==> src/rtl/fifo_arb_pkg.sv <==
// Shared types and default sizing for the FIFO write-side arbiter.
package fifo_arb_pkg;

  typedef enum logic {
    IDLE  = 1'b0,
    GRANT = 1'b1
  } arb_state_t;

  localparam int DEF_DSIZE     = 8;
  localparam int DEF_NREQ      = 4;
  localparam int DEF_MAX_BURST = 4;

endpackage

==> src/rtl/rr_picker.sv <==
// Round-robin selector: first requester above 'last', wrapping, wins.
module rr_picker #(
  parameter int NREQ = 4,
  parameter int IW   = 2
) (
  input  logic [NREQ-1:0] req,
  input  logic [IW-1:0]   last,
  output logic [NREQ-1:0] winner,
  output logic [IW-1:0]   win_idx,
  output logic            found
);

  logic [IW-1:0] idx;

  // Scan outward from last+1 and keep only the first hit.
  always_comb begin
    winner  = '0;
    win_idx = '0;
    found   = 1'b0;
    idx     = '0;
    for (int i = 1; i <= NREQ; i++) begin
      idx = IW'((int'(last) + i) % NREQ);
      if (!found && req[idx]) begin
        found       = 1'b1;
        winner[idx] = 1'b1;
        win_idx     = idx;
      end
    end
  end

endmodule

==> src/rtl/fifo_wr_arbiter.sv <==
// Multiplexes NREQ valid/ready word sources onto one FIFO write port,
// granting one requester at a time in round-robin order with bursts
// capped at MAX_BURST words.
//
// state | meaning
// IDLE  | no grant held; arbitrate among valid requesters
// GRANT | one requester owns the FIFO write port
module fifo_wr_arbiter
  import fifo_arb_pkg::*;
#(
  parameter int DSIZE     = DEF_DSIZE,
  parameter int NREQ      = DEF_NREQ,
  parameter int MAX_BURST = DEF_MAX_BURST
) (
  input  logic                  i_clk,
  input  logic                  i_rst,
  input  logic [NREQ-1:0]       i_valid,
  input  logic [NREQ*DSIZE-1:0] i_data,
  output logic [NREQ-1:0]       o_ready,
  output logic                  o_wr,
  output logic [DSIZE-1:0]      o_wdata,
  input  logic                  i_wfull,
  output logic [NREQ-1:0]       o_grant,
  output logic                  o_busy
);

  localparam int IW = $clog2(NREQ);
  localparam int CW = $clog2(MAX_BURST + 1);
  localparam logic [CW-1:0] LAST_BEAT  = CW'(MAX_BURST - 1);
  localparam logic [IW-1:0] LAST_RESET = IW'(NREQ - 1);

  arb_state_t    state;
  logic [NREQ-1:0] grant;
  logic [IW-1:0]   last;
  logic [CW-1:0]   cnt;

  logic            busy;
  logic            valid_g;
  logic            xfer;
  logic            burst_end;
  logic            release_g;
  logic [NREQ-1:0] pick_req;
  logic [NREQ-1:0] pick_win;
  logic [IW-1:0]   pick_idx;
  logic            pick_found;

  assign busy      = (state == GRANT);
  assign valid_g   = |(i_valid & grant);
  assign xfer      = busy & valid_g & ~i_wfull;
  assign burst_end = xfer & (cnt == LAST_BEAT);
  assign release_g = busy & (~valid_g | burst_end);

  // While granted, the current owner is masked so a release hands off to
  // someone else whenever anyone else is waiting.
  assign pick_req = busy ? (i_valid & ~grant) : i_valid;

  rr_picker #(
    .NREQ (NREQ),
    .IW   (IW)
  ) u_pick (
    .req     (pick_req),
    .last    (last),
    .winner  (pick_win),
    .win_idx (pick_idx),
    .found   (pick_found)
  );

  assign o_ready = (busy & ~i_wfull) ? grant : '0;
  assign o_wr    = xfer;
  assign o_grant = grant;
  assign o_busy  = busy;

  // Write-data mux driven by the one-hot grant; zero when nothing is granted.
  always_comb begin
    o_wdata = '0;
    for (int k = 0; k < NREQ; k++) begin
      if (grant[k]) o_wdata = o_wdata | i_data[k*DSIZE +: DSIZE];
    end
  end

  // Grant FSM with burst counter and round-robin pointer.
  always_ff @(posedge i_clk) begin
    if (i_rst) begin
      state <= IDLE;
      grant <= '0;
      cnt   <= '0;
      last  <= LAST_RESET;
    end else begin
      case (state)
        IDLE: begin
          if (pick_found) begin
            state <= GRANT;
            grant <= pick_win;
            last  <= pick_idx;
            cnt   <= '0;
          end
        end
        GRANT: begin
          if (release_g) begin
            if (pick_found) begin
              grant <= pick_win;
              last  <= pick_idx;
              cnt   <= '0;
            end else if (burst_end) begin
              // Sole requester hit the burst cap: re-grant it in place.
              cnt <= '0;
            end else begin
              state <= IDLE;
              grant <= '0;
              cnt   <= '0;
            end
          end else if (xfer) begin
            cnt <= cnt + 1'b1;
          end
        end
        default: begin
          state <= IDLE;
          grant <= '0;
          cnt   <= '0;
        end
      endcase
    end
  end

endmodule
==> config.mk <==
export PLATFORM = sky130hd
export DESIGN_NAME = fifo_wr_arbiter
export DESIGN_NICKNAME = d
export VERILOG_FILES = /design/src/rtl/fifo_arb_pkg.sv /design/src/rtl/rr_picker.sv /design/src/rtl/fifo_wr_arbiter.sv
export SDC_FILE = /design/constraint.sdc
export NUM_CORES = 1
export LEC_CHECK = 0
export BUFFER_PORTS_ARGS = -buffer_cell sky130_fd_sc_hd__buf_4
export CAP_MARGIN = 20
export CELL_PAD_IN_SITES_DETAIL_PLACEMENT = 0
export CELL_PAD_IN_SITES_GLOBAL_PLACEMENT = 1
export CORE_ASPECT_RATIO = 1.2
export CORE_MARGIN = 4
export CORE_UTILIZATION = 31
export CTS_CLUSTER_DIAMETER = 120
export DETAILED_ROUTE_END_ITERATION = 8
export PLACE_DENSITY_LB_ADDON = 0.2
export SYNTH_ARGS = -nofsm -noshare
export SYNTH_HDL_FRONTEND = slang
export SYNTH_SLANG_ARGS = --single-unit
==> constraint.sdc <==
create_clock -name i_clk -period 2.2 [get_ports i_clk]
set_input_delay 0.44 -clock i_clk [delete_from_list [all_inputs] [get_ports i_clk]]
set_output_delay 0.44 -clock i_clk [all_outputs]
set_load 0.05 [all_outputs]
==> flow_summary.json, run 1 <==
{
  "worst_path_max_delay_cell": "dfxtp_1",
  "grt_pass1_vias": 1278,
  "synthTopCellsByArea": "dfxtp_1 18%, a22oi_1 12%, ha_1 10%",
  "cts_tree": "done",
  "max_stage_delay_ps": 480,
  "antenna_left": 0,
  "hold_path.class": "primary input to flop",
  "crit_path_start_kind": "flop",
  "cts.htree.levels": 1,
  "timing.max_cap.violations": 0,
  "synth_flop_cell": "dfxtp_1",
  "num_vias": 1276,
  "worstRegToRegCells": 7,
  "leakagePower_nw": 0.831,
  "syn_area_sq_um": 1110,
  "syn2layout_area_growth_pct": 53.3,
  "synth_commonest_cells": "19 x nand2_1, 18 x a22oi_1, 17 x nor2_1",
  "ir_drop_v": 0.000619,
  "crit_required_ps": 2340,
  "cts_buffer_depth": 2,
  "critPathKind": "flop to flop",
  "ys_seq_area_share_pct": 18.0,
  "drt_iter0_markers": 69,
  "drive_above_1_share_pct": 40.4,
  "synth_enable_flop_cells": 0,
  "grt_pass1_wl_mm": 5.83,
  "vias_per_cell": 5.32,
  "p_per_area_nw_per_um2": 1370,
  "finalCriticalPeriod_ps": 2050,
  "dpl.cell_count": 236,
  "grt_max_degree": 13,
  "ys_warn_count": 0,
  "period_share_pct": 93.0,
  "hpwlAfterDp_mm": 2.80,
  "synth_seq_cells": 10,
  "rsz0062_at_grt": "no",
  "coreArea_sq_um": 3400,
  "fmax_ghz": 0.489,
  "hold_depth": 2,
  "tightest_slew_ps": 410,
  "nets": 252,
  "grt_use_total_pct": 15.6,
  "wl_per_cell_um": 14.3,
  "post-synth-top-count-cell": "nand2_1",
  "report.final.hold_viol_count": 0,
  "crit_fanout": 9,
  "syn_inst": 138,
  "root_buffer": "clkbuf_8",
  "port_buffers": 56,
  "syn_nets": 186,
  "num_antenna_cells": 0,
  "drv_slew": 0,
  "finalSetupViolCount": 0,
  "clk_latency_ps": 240,
  "grt_antenna_before_repair": 0,
  "yosysTopAreaCell": "dfxtp_1",
  "hold_buffers": 0,
  "numCtsBuffers": 3,
  "start_util_pct": 32.7,
  "final_util_pct": 50.1,
  "die-height_um": 73.5,
  "synth_top_area_share_pct": 18.0,
  "setup_tns_ps": 0,
  "rows": 23,
  "end_kind": "flop",
  "routed_wl_mm": 3.43,
  "clkTransAtPathRegs_ps": 50,
  "outcome": "finished, final reports clean",
  "slew_headroom_pct": 72.6,
  "syn_avg_cell_area_sq_um": 8.04,
  "fin_cells": 240,
  "die_area_sq_um": 4610,
  "fill_cells": 344,
  "dr.pass1.iters": 4,
  "crit_arrival_ps": 2190,
  "cts_num_sinks": 10,
  "skew_ps": 3.80,
  "crit_path_cell_trace": "a21boi_1, mux2i_1, nand4_2, a221oi_1, buf_4, nand2_1, o221ai_1",
  "drc": 0,
  "die_x_um": 62.6,
  "yosysUniqueCellTypes": 35,
  "gp_congestion": 0.811,
  "async_reset_ff_share_pct": 0,
  "io_pins": 57,
  "grt_overflow": 0
}
## layout make-up
class                      instances  area, sq um  area share, %
multi-input combinational        112          860           50.5
sequential                        10          200           11.8
inverter                          10         37.5           2.21
tap                               37         46.3           2.72
clock buffer                       4         55.1           3.24
timing repair buffer              67          503           29.6
## logic make-up (layout without fill, tap and decap cells)
kind of cell / Yosys count / after routing / synth area share (%)
mux: 11 / 11 / 13.3
buf+inv: 16 / 81 / 6.09
simple gates: 50 / 50 / 22.8
fa+ha+maj: 9 / 9 / 10.1
flops: 10 / 10 / 18.0
compound gates: 42 / 42 / 29.7
## critical path, delay by kind of cell (launching register included)
kind                   cells  cell delay, ps
buffers and inverters      1             190
muxes                      1             350
and+or+nand+nor            2             290
AOI/OAI and AO/OA          3             640
DFF                        1             480
## final timing paths
check / slack (ps) / startpoint / end
setup / recovery: 150 / o_busy$_SDFF_PP0_ / o_grant[2]$_SDFFE_PP0P_
hold / removal: 440 / i_rst / o_busy$_SDFF_PP0_
setup reg to reg: 150 / o_busy$_SDFF_PP0_ / o_grant[2]$_SDFFE_PP0P_
hold reg to reg: 500 / cnt[2]$_SDFFE_PP0P_ / cnt[2]$_SDFFE_PP0P_
## sequential cells by signal, summed over array words and instances, names as in the netlist
signal	count
o_grant	4
cnt	3
last	2
o_busy	1
## what timing repair did
| item | 4_1_cts | 5_1_grt |
|---|---|---|
| setup endpoints to repair | 0 | 4 |
| resized for setup | 0 | 2 |
| endpoints found under the hold margin | 0 | 0 |
| buffers inserted | 0 | 0 |
## per-stage QoR
| step | cell area [sq um] | hold WS, ps | total power [mW] | setup WS, ps |
|---|---|---|---|---|
| 2_1_floorplan | 1110 | 460 | 1.56 | 59.9 |
| 3_3_place_gp | 1630 | 474 | 2.06 | 54.5 |
| 3_5_place_dp | 1630 | 494 | 2.09 | 21.7 |
| 4_1_cts | 1680 | 438 | 2.33 | 75.7 |
| 5_1_grt | 1700 | 455 | 2.50 | 8.76 |
| 6_report | 1700 | 441 | 2.34 | 154 |
## power by group
part / internal, mW / switching [mW] / total, mW
logic: 0.686 / 1.14 / 1.82
registers: 0.235 / 0.0524 / 0.287
clock network: 0.157 / 0.0712 / 0.228
## cell usage in the layout, fill, tap and decap left out, drive strengths merged
master | Yosys | final
nand2b | 1 | 1
nor2 | 17 | 17
buf | 2 | 67
inv | 10 | 10
a221oi | 5 | 5
o221ai | 5 | 5
mux2 | 1 | 1
dfxtp | 10 | 10
nand2 | 19 | 19
nor3b | 1 | 1
a22oi | 18 | 18
and2 | 4 | 4
a2bb2oi | 1 | 1
nor2b | 3 | 3
nand4 | 1 | 1
a211oi | 1 | 1
a21oi | 2 | 2
a211o | 1 | 1
a21boi | 5 | 5
mux2i | 9 | 9
o21bai | 1 | 1
nand3b | 1 | 1
clkbuf | 4 | 4
o21ai | 3 | 3
ha | 9 | 9
mux4 | 1 | 1
nand3 | 1 | 1
or3 | 2 | 2
## layer usage
metal,GRT usage [%],share of wire (%),vias up,routed length [um]
met5,0,0,-,0
met1,18.0,42,564,1450
met2,25.9,43,68,1490
met4,6.37,2.0,0,68
li1,-,-,637,-
met3,5.96,12,7,421
No activity file was read; power rests on OpenSTA's default activity.
==> inputs of run 2 (changes only) <==
--- a/config.mk
+++ b/config.mk
@@ -9,12 +9,11 @@
 export CAP_MARGIN = 20
 export CELL_PAD_IN_SITES_DETAIL_PLACEMENT = 0
 export CELL_PAD_IN_SITES_GLOBAL_PLACEMENT = 1
-export CORE_ASPECT_RATIO = 1.2
 export CORE_MARGIN = 4
 export CORE_UTILIZATION = 31
 export CTS_CLUSTER_DIAMETER = 120
 export DETAILED_ROUTE_END_ITERATION = 8
-export PLACE_DENSITY_LB_ADDON = 0.2
+export PLACE_DENSITY_LB_ADDON = 0.1
 export SYNTH_ARGS = -nofsm -noshare
 export SYNTH_HDL_FRONTEND = slang
 export SYNTH_SLANG_ARGS = --single-unit
==> run 2 against run 1 <==
Compared with the run above:
- sequential power grew 6%
- final area is the same
- worst hold slack lost 35 ps
- clock power shrank 43%
- combinational power grew 3%
- power shrank 1.2%
- register-to-register slack is essentially flat
- global-route usage shrank 0.23 points
- highest routed layer unchanged
==> flow_summary.json, run 2 (same netlist as run 1, synthesis figures left out) <==
{
  "outcome": "finished, final reports clean",
  "gp_congestion": 0.842,
  "setup_tns_ps": 0,
  "die_area_sq_um": 4600,
  "antenna_left": 0,
  "end_kind": "flop",
  "hold_path.class": "primary input to flop",
  "finalCriticalPeriod_ps": 2040,
  "crit_arrival_ps": 2170,
  "drt_iter0_markers": 44,
  "coreArea_sq_um": 3390,
  "die-height_um": 67.8,
  "r2r_end": "o_grant[1]$_SDFFE_PP0P_",
  "p_sw_mw": 1.29,
  "fin_cells": 250,
  "seqPwrFrac_pct": 13.1,
  "period_share_pct": 92.9,
  "ir_drop_v": 0.000450,
  "cts_num_sinks": 10,
  "rows": 21,
  "critPathLaunch": "last[0]$_SDFFE_PP1P_",
  "final_cell_mix": "69 x buf_4, 19 x nand2_1, 18 x a22oi_1",
  "timing.max_cap.violations": 0,
  "cts.htree.levels": 1,
  "crit_path_start_kind": "flop",
  "num_vias": 1298,
  "io_pins": 57,
  "cts_tree": "done",
  "routed_wl_mm": 3.68,
  "grt_max_degree": 12,
  "cp-endpoint": "o_grant[1]$_SDFFE_PP0P_",
  "tightest_slew_ps": 441,
  "finalSetupViolCount": 0,
  "skew_ps": 1.67,
  "rsz0062_at_grt": "no",
  "clk_latency_ps": 270,
  "r2r_start": "last[0]$_SDFFE_PP1P_",
  "slew_headroom_pct": 70.6,
  "crit_fanout": 8,
  "start_util_pct": 32.7,
  "final_util_pct": 50.2,
  "layout_commonest_cell": "buf_4",
  "grt_overflow": 0,
  "fill_cells": 334,
  "p_int_mw": 1.02,
  "worstRegToRegCells": 7,
  "hpwlAfterDp_mm": 2.96,
  "critPathKind": "flop to flop",
  "swShare_pct": 55.7,
  "leakagePower_nw": 0.825,
  "dpl.cell_count": 247,
  "p_clk_share_pct": 5.6,
  "drc": 0,
  "dr.pass1.iters": 4,
  "die_x_um": 67.8,
  "grt_pass1_wl_mm": 5.40,
  "syn2layout_area_growth_pct": 53.3,
  "reg2reg_slack_ps": 160,
  "fmax_ghz": 0.490,
  "grt_antenna_before_repair": 0,
  "clkTransAtPathRegs_ps": 70,
  "drv_slew": 0,
  "grt_pass1_vias": 1194,
  "grt_use_total_pct": 15.3,
  "num_antenna_cells": 0,
  "largest_reg_flops": 4,
  "cts_buffer_depth": 2,
  "p_per_area_nw_per_um2": 1360,
  "root_buffer": "clkbuf_4",
  "power_frac_comb_pct": 81.2,
  "port_buffers": 56,
  "vias_per_cell": 5.19,
  "report.final.hold_viol_count": 0,
  "nets": 254,
  "hold_depth": 2,
  "drive_above_1_share_pct": 42.2,
  "numCtsBuffers": 3,
  "wl_per_cell_um": 14.7,
  "crit_required_ps": 2330
}
## run 2: per-stage QoR
step / setup WS (ps) / total power [mW] / hold WS, ps / instance area, sq um
6_report: 157 / 2.31 / 406 / 1700
5_1_grt: 39.1 / 2.46 / 419 / 1700
2_1_floorplan: 59.9 / 1.56 / 460 / 1110
3_3_place_gp: 132 / 2.13 / 473 / 1660
4_1_cts: 72.4 / 2.28 / 408 / 1680
3_5_place_dp: 60.0 / 2.15 / 486 / 1660
## run 2: how the worst min path moves through the flow
stage,start,to
global placement,cnt[2]$_SDFFE_PP0P_,cnt[2]$_SDFFE_PP0P_
finish,i_rst,cnt[1]$_SDFFE_PP0P_
floorplan,cnt[2]$_SDFFE_PP0P_,cnt[2]$_SDFFE_PP0P_
detailed placement,cnt[2]$_SDFFE_PP0P_,cnt[2]$_SDFFE_PP0P_
global route,i_rst,cnt[1]$_SDFFE_PP0P_
CTS,i_rst,cnt[1]$_SDFFE_PP0P_
## run 2: routing by layer
| layer | global-route usage, % | wire (um) | vias up |
|---|---|---|---|
| met5 | 0 | 0 | - |
| met2 | 27.0 | 1850 | 49 |
| met1 | 18.6 | 1450 | 600 |
| met3 | 2.63 | 298 | 8 |
| li1 | - | - | 641 |
| met4 | 5.46 | 76 | 0 |
## run 2: power by group through the flow
stage	clock network, mW	registers (mW)	logic (mW)
floorplan	0	0.409	1.15
global placement	0	0.300	1.83
detailed placement	0	0.298	1.85
CTS	0.134	0.294	1.86
global route	0.138	0.311	2.01
finish	0.130	0.303	1.88
## run 2: cell type report
class	count	area, sq um	share of cell area, %
clock buffer	3	22.5	1.32
inverter	10	37.5	2.21
multi-input combinational	112	863	50.7
sequential	10	203	11.9
tap	46	57.6	3.38
timing repair buffer	69	518	30.4
## run 2: critical path, cell delays in order (launching register included)
cell      delay (ps)
dfxtp_2          380
inv_2             70
buf_4            180
mux4_2           610
nand2_1          110
nor2_1            40
a221oi_1         310
o221ai_1         190
## run 2: repair_timing
item,CTS,global route
gates resized for setup,0,6
endpoints found under the setup margin,0,4
hold endpoints to repair,0,0
buffers inserted,0,0
hold buffers,0,0
